==> src/rtl/membus_arbiter.sv <==
// Two-master round-robin arbiter for the single-cycle-handshake memory bus.
// One transaction is granted at a time. The slave response is routed back
// to the owning master. A watchdog aborts transactions the slave never completes.
module membus_arbiter #(
   parameter int unsigned TIMEOUT       = 256,
   parameter logic [31:0] TIMEOUT_RDATA = 32'hDEAD_BEEF
) (
   input  logic        clk,
   input  logic        rst,
   input  logic [31:0] m0_addr,
   input  logic [2:0]  m0_size,
   input  logic        m0_valid,
   input  logic        m0_write,
   input  logic [31:0] m0_wdata,
   output logic [31:0] m0_rdata,
   output logic        m0_ready,
   input  logic [31:0] m1_addr,
   input  logic [2:0]  m1_size,
   input  logic        m1_valid,
   input  logic        m1_write,
   input  logic [31:0] m1_wdata,
   output logic [31:0] m1_rdata,
   output logic        m1_ready,
   output logic [31:0] s_addr,
   output logic [2:0]  s_size,
   output logic        s_write,
   output logic [31:0] s_wdata,
   output logic        s_valid,
   input  logic [31:0] s_rdata,
   input  logic        s_ready,
   output logic [1:0]  gnt,
   output logic        timeout_err
);

   // Counter only has to reach TIMEOUT-1; keep at least one bit when disabled.
   localparam int unsigned    CW       = (TIMEOUT > 2) ? $clog2(TIMEOUT) : 1;
   localparam logic [CW-1:0]  CNT_LAST = CW'((TIMEOUT == 0) ? 0 : TIMEOUT - 1);

   typedef enum logic [1:0] {IDLE, BUSY0, BUSY1} state_t;

   state_t         state, state_nxt;
   logic           ptr, ptr_nxt;
   logic [CW-1:0]  cnt;
   logic           done;
   logic           abort;
   logic [31:0]    done_rdata;

   // State, priority pointer, watchdog count and sticky error flag.
   always_ff @(posedge clk) begin
      if (rst) begin
         state       <= IDLE;
         ptr         <= 1'b0;
         cnt         <= '0;
         timeout_err <= 1'b0;
      end else begin
         state       <= state_nxt;
         ptr         <= ptr_nxt;
         // IDLE always precedes BUSYn, so clearing here zeroes cnt on entry.
         cnt         <= (state == IDLE) ? '0 : cnt + CW'(1);
         timeout_err <= timeout_err | abort;
      end
   end

   // Arbitration, slave mux, completion routing and next-state logic.
   always_comb begin
      state_nxt  = state;
      ptr_nxt    = ptr;
      done       = 1'b0;
      abort      = 1'b0;
      done_rdata = '0;
      s_addr     = '0;
      s_size     = '0;
      s_write    = 1'b0;
      s_wdata    = '0;
      s_valid    = 1'b0;
      gnt        = 2'b00;
      m0_ready   = 1'b0;
      m0_rdata   = '0;
      m1_ready   = 1'b0;
      m1_rdata   = '0;

      case (state)
         IDLE: begin
            if (m0_valid && m1_valid)
               state_nxt = ptr ? BUSY1 : BUSY0;
            else if (m0_valid)
               state_nxt = BUSY0;
            else if (m1_valid)
               state_nxt = BUSY1;
         end
         BUSY0, BUSY1: begin
            s_valid = 1'b1;
            if (state == BUSY1) begin
               s_addr  = m1_addr;
               s_size  = m1_size;
               s_write = m1_write;
               s_wdata = m1_wdata;
               gnt     = 2'b10;
            end else begin
               s_addr  = m0_addr;
               s_size  = m0_size;
               s_write = m0_write;
               s_wdata = m0_wdata;
               gnt     = 2'b01;
            end
            // A real completion takes precedence over a same-cycle watchdog expiry.
            if (s_ready) begin
               done       = 1'b1;
               done_rdata = s_rdata;
            end else if ((TIMEOUT != 0) && (cnt == CNT_LAST)) begin
               done       = 1'b1;
               abort      = 1'b1;
               done_rdata = TIMEOUT_RDATA;
            end
            if (done) begin
               state_nxt = IDLE;
               ptr_nxt   = (state == BUSY0);
               if (state == BUSY1) begin
                  m1_ready = 1'b1;
                  m1_rdata = done_rdata;
               end else begin
                  m0_ready = 1'b1;
                  m0_rdata = done_rdata;
               end
            end
         end
         default: state_nxt = IDLE;
      endcase
   end

endmodule

==> config.mk <==
export PLATFORM = sky130hd
export DESIGN_NAME = membus_arbiter
export DESIGN_NICKNAME = d
export VERILOG_FILES = /design/src/rtl/membus_arbiter.sv
export SDC_FILE = /design/constraint.sdc
export NUM_CORES = 1
export LEC_CHECK = 0
export CORE_AREA = 8 8 115 117
export CTS_BUF_LIST = sky130_fd_sc_hd__clkbuf_16
export DETAILED_ROUTE_END_ITERATION = 7
export DIE_AREA = 0 0 123 125
export DONT_BUFFER_PORTS = 1
export GPL_ROUTABILITY_DRIVEN = 0
export PLACE_DENSITY = 0.35
export SLEW_MARGIN = 5
export SYNTH_ARGS = -nofsm -noshare
export SYNTH_HDL_FRONTEND = slang
export SYNTH_SLANG_ARGS = --single-unit
export TNS_END_PERCENT = 50
==> constraint.sdc <==
create_clock -name clk -period 2.2 [get_ports clk]
set_input_delay 0.22 -clock clk [delete_from_list [all_inputs] [get_ports clk]]
set_output_delay 0.22 -clock clk [all_outputs]
set_load 0.05 [all_outputs]
==> results.py <==
metrics = {
    "cts": {
        "cts_max_path_buffers": 2,
        "clk-insertion-delay-late_ns": 0.24,
        "numCtsBuffers": 3,
        "cts_root_buffer": "clkbuf_16",
        "cts.sinks": 12,
        "cts_tree": "built",
        "path_clk_slew_ns": 0.04,
        "cts-htree-levels": 1,
    },
    "global_route": {
        "grt_pass1_wl_um": 16390,
        "grt_remaining_overflow": 0,
        "grt_pass1_vias": 2892,
        "antenna_found_initial": 0,
        "grt_max_degree": 70,
        "grt_usage_pct": 13.08,
    },
    "critical_path": {
        "crit_path_max_fanout": 69,
        "r2r_slack_ns": 0.56,
        "cp-start-kind": "register",
        "crit_start": "state[1]",
        "arrival_ns": 1.88,
        "critical_path_class": "register to primary output",
        "critPathRequiredTime_ns": 1.98,
        "r2r-start": "state[1]",
        "cp-end-kind": "primary output",
    },
    "floorplanning": {
        "die_width_um": 123,
        "dieArea_um2": 15380,
        "start_util_pct": 20.28,
        "rows": 40,
        "die_h_um": 125,
        "io_pins": 311,
        "core_area_um2": 11610,
    },
    "place": {
        "pre_cts_slack_ns": 0.1022,
        "dp_hpwl_um": 9861,
        "place_inst": 589,
        "portBuffers": 0,
    },
    "sta": {
        "fmax_mhz": 476.5,
        "finalSetupViolCount": 0,
        "fin_ws_ns": 0.1014,
        "fin_setup_tns_ns": 0,
        "relSlewSlack_pct": 62.96,
        "period_needed_ns": 2.099,
        "skew_ns": 0.001561,
        "period_share_pct": 95.39,
        "hold-worst-slack_ns": 0.04855,
        "worst_pin_slew_ns": 0.5557,
        "grt_setup_unrepaired": "yes",
        "hold_viol": 0,
        "report.final.slew_viol_count": 0,
    },
    "final_layout": {
        "num_antenna_cells": 0,
        "utilization_pct": 41.85,
        "instances_no_fill": 595,
        "drive_gt1_share_pct": 54.02,
        "syn_to_final_growth_pct": 106.4,
        "multiInputGateArea_um2": 2447,
        "regArea_um2": 242.7,
        "fillers": 1129,
        "nets": 626,
    },
    "synthesis": {
        "netlist_area_um2": 2355,
        "synth_edf_count": 0,
        "synth_area_leaders": "mux2i_1 (30%), nor2b_1 (18%), dfxtp_1 (10%)",
        "netlist_instances": 335,
        "synth_nets": 512,
        "synth.most_common_cell": "mux2i_1",
        "synth_ff_type": "dfxtp_1",
        "async_flop_share_pct": 0,
        "yosysTopAreaCell": "mux2i_1",
        "synth_seq_cells": 12,
        "ys_seq_area_share_pct": 10.20,
        "syn_area_per_cell_um2": 7.029,
        "ys_warn_count": 0,
        "synth_top_area_share_pct": 30.18,
        "yosys-top-cells-count": "mux2i_1 (71), nor2b_1 (69), nand2_1 (39)",
        "synth_cell_types": 24,
    },
    "drt": {
        "ant_nets": 0,
        "drcViolationCount": 0,
        "vias_per_cell": 4.597,
        "postRouteWirelength_um": 11260,
        "drt_iter0_markers": 72,
        "via_count": 2735,
        "first_pass_iters": 4,
        "wire_per_inst_um": 18.93,
    },
    "power_and_ir_drop": {
        "power_leakage_uw": 0.001751,
        "vdd_drop_max_mv": 0.3622,
        "powerDensity_nw_per_um2": 715.4,
    },
    "status": {
        "status": "finished, final reports clean",
    },
    "worst_hold_path": {
        "hold_path.class": "primary input to register",
        "hold_path_startpoint": "rst",
    },
    "job": {
        "maxCapViolCount": 0,
    },
}
## worst max-delay path, stage by stage, from the launching register on
cell and delay [ns]:
dfxtp_1 0.37, inv_1 0.08, ha_2 0.43, buf_12 0.27
nor2b_1 0.21, buf_4 0.22
## sequential cells by signal, indices dropped and copies added (netlist names)
register,flops
cnt,8
ptr,1
state,2
timeout_err,1
## cells by family (layout without fill, tap and decap cells)
kind of cell | after synthesis | in the layout | synth area share (%)
adder cells (fa/ha/maj) | 4 | 4 | 2.125
AND/OR/NAND/NOR | 156 | 156 | 34.01
multiplexers | 71 | 71 | 30.18
buffers and inverters | 36 | 149 | 7.439
flip-flops | 12 | 12 | 10.20
AO/OA/AOI/OAI | 50 | 50 | 13.82
XOR/XNOR | 6 | 6 | 2.232
## final cells by class
class / instances / area share, %
sequential: 12 / 4.995
multi-input combinational: 287 / 50.36
timing repair buffer: 142 / 39.01
tap: 147 / 3.785
clock buffer: 3 / 1.545
inverter: 3 / 0.2317
clock inverter: 1 / 0.07724
## final timing paths
check                                    to  depth (start not counted)
worst max-delay path              s_size[1]                          5
worst min-delay path            timeout_err                          1
worst max register to register     state[1]                          5
worst min register to register       cnt[0]                          1
## routing by layer
layer	wire (um)	share of wire, %	up-vias	global-route usage, %
li1	-	-	1342	-
met1	3952	35	1238	13.68
met2	5949	53	153	25.02
met3	1326	12	2	4.275
met4	34	0.30	0	1.559
met5	0	0	-	0
## through the flow
| stage | total power, uW | area, um^2 |
|---|---|---|
| CTS | 3517 | 4846 |
| global placement | 3162 | 4693 |
| floorplan | 2163 | 2836 |
| finish | 3477 | 4860 |
| global route | 3624 | 4860 |
| detailed placement | 3167 | 4693 |
## cell usage in the layout (no fill, tap or decap), types with 6 or more instances in the layout
cell type,instances
nor2_1,13
nor2b_4,10
buf_12,60
nor2_4,12
nor2_2,6
nor2b_1,45
dfxtp_1,10
a21oi_4,21
nand2_1,38
a21oi_2,25
buf_4,74
mux2i_1,71
nor2b_2,14
## timing repair
action | CTS | global route
endpoints found under the hold margin | 0 | 0
pin swaps | 2 | 1
endpoints found under the setup margin | 48 | 54
setup buffers | 1 | 0
gates resized for setup | 9 | 4
hold buffers | 0 | 0
cloned | 1 | 0
## report_power, final
part	leakage [uW]	internal (uW)	switching, uW
Sequential	0.0000981	229	9.48
Combinational	0.00161	1130	1780
Clock	0.0000385	239	93.5
Total	0.00175	1590	1880
Note: power is estimated with default switching activity, not from simulation.
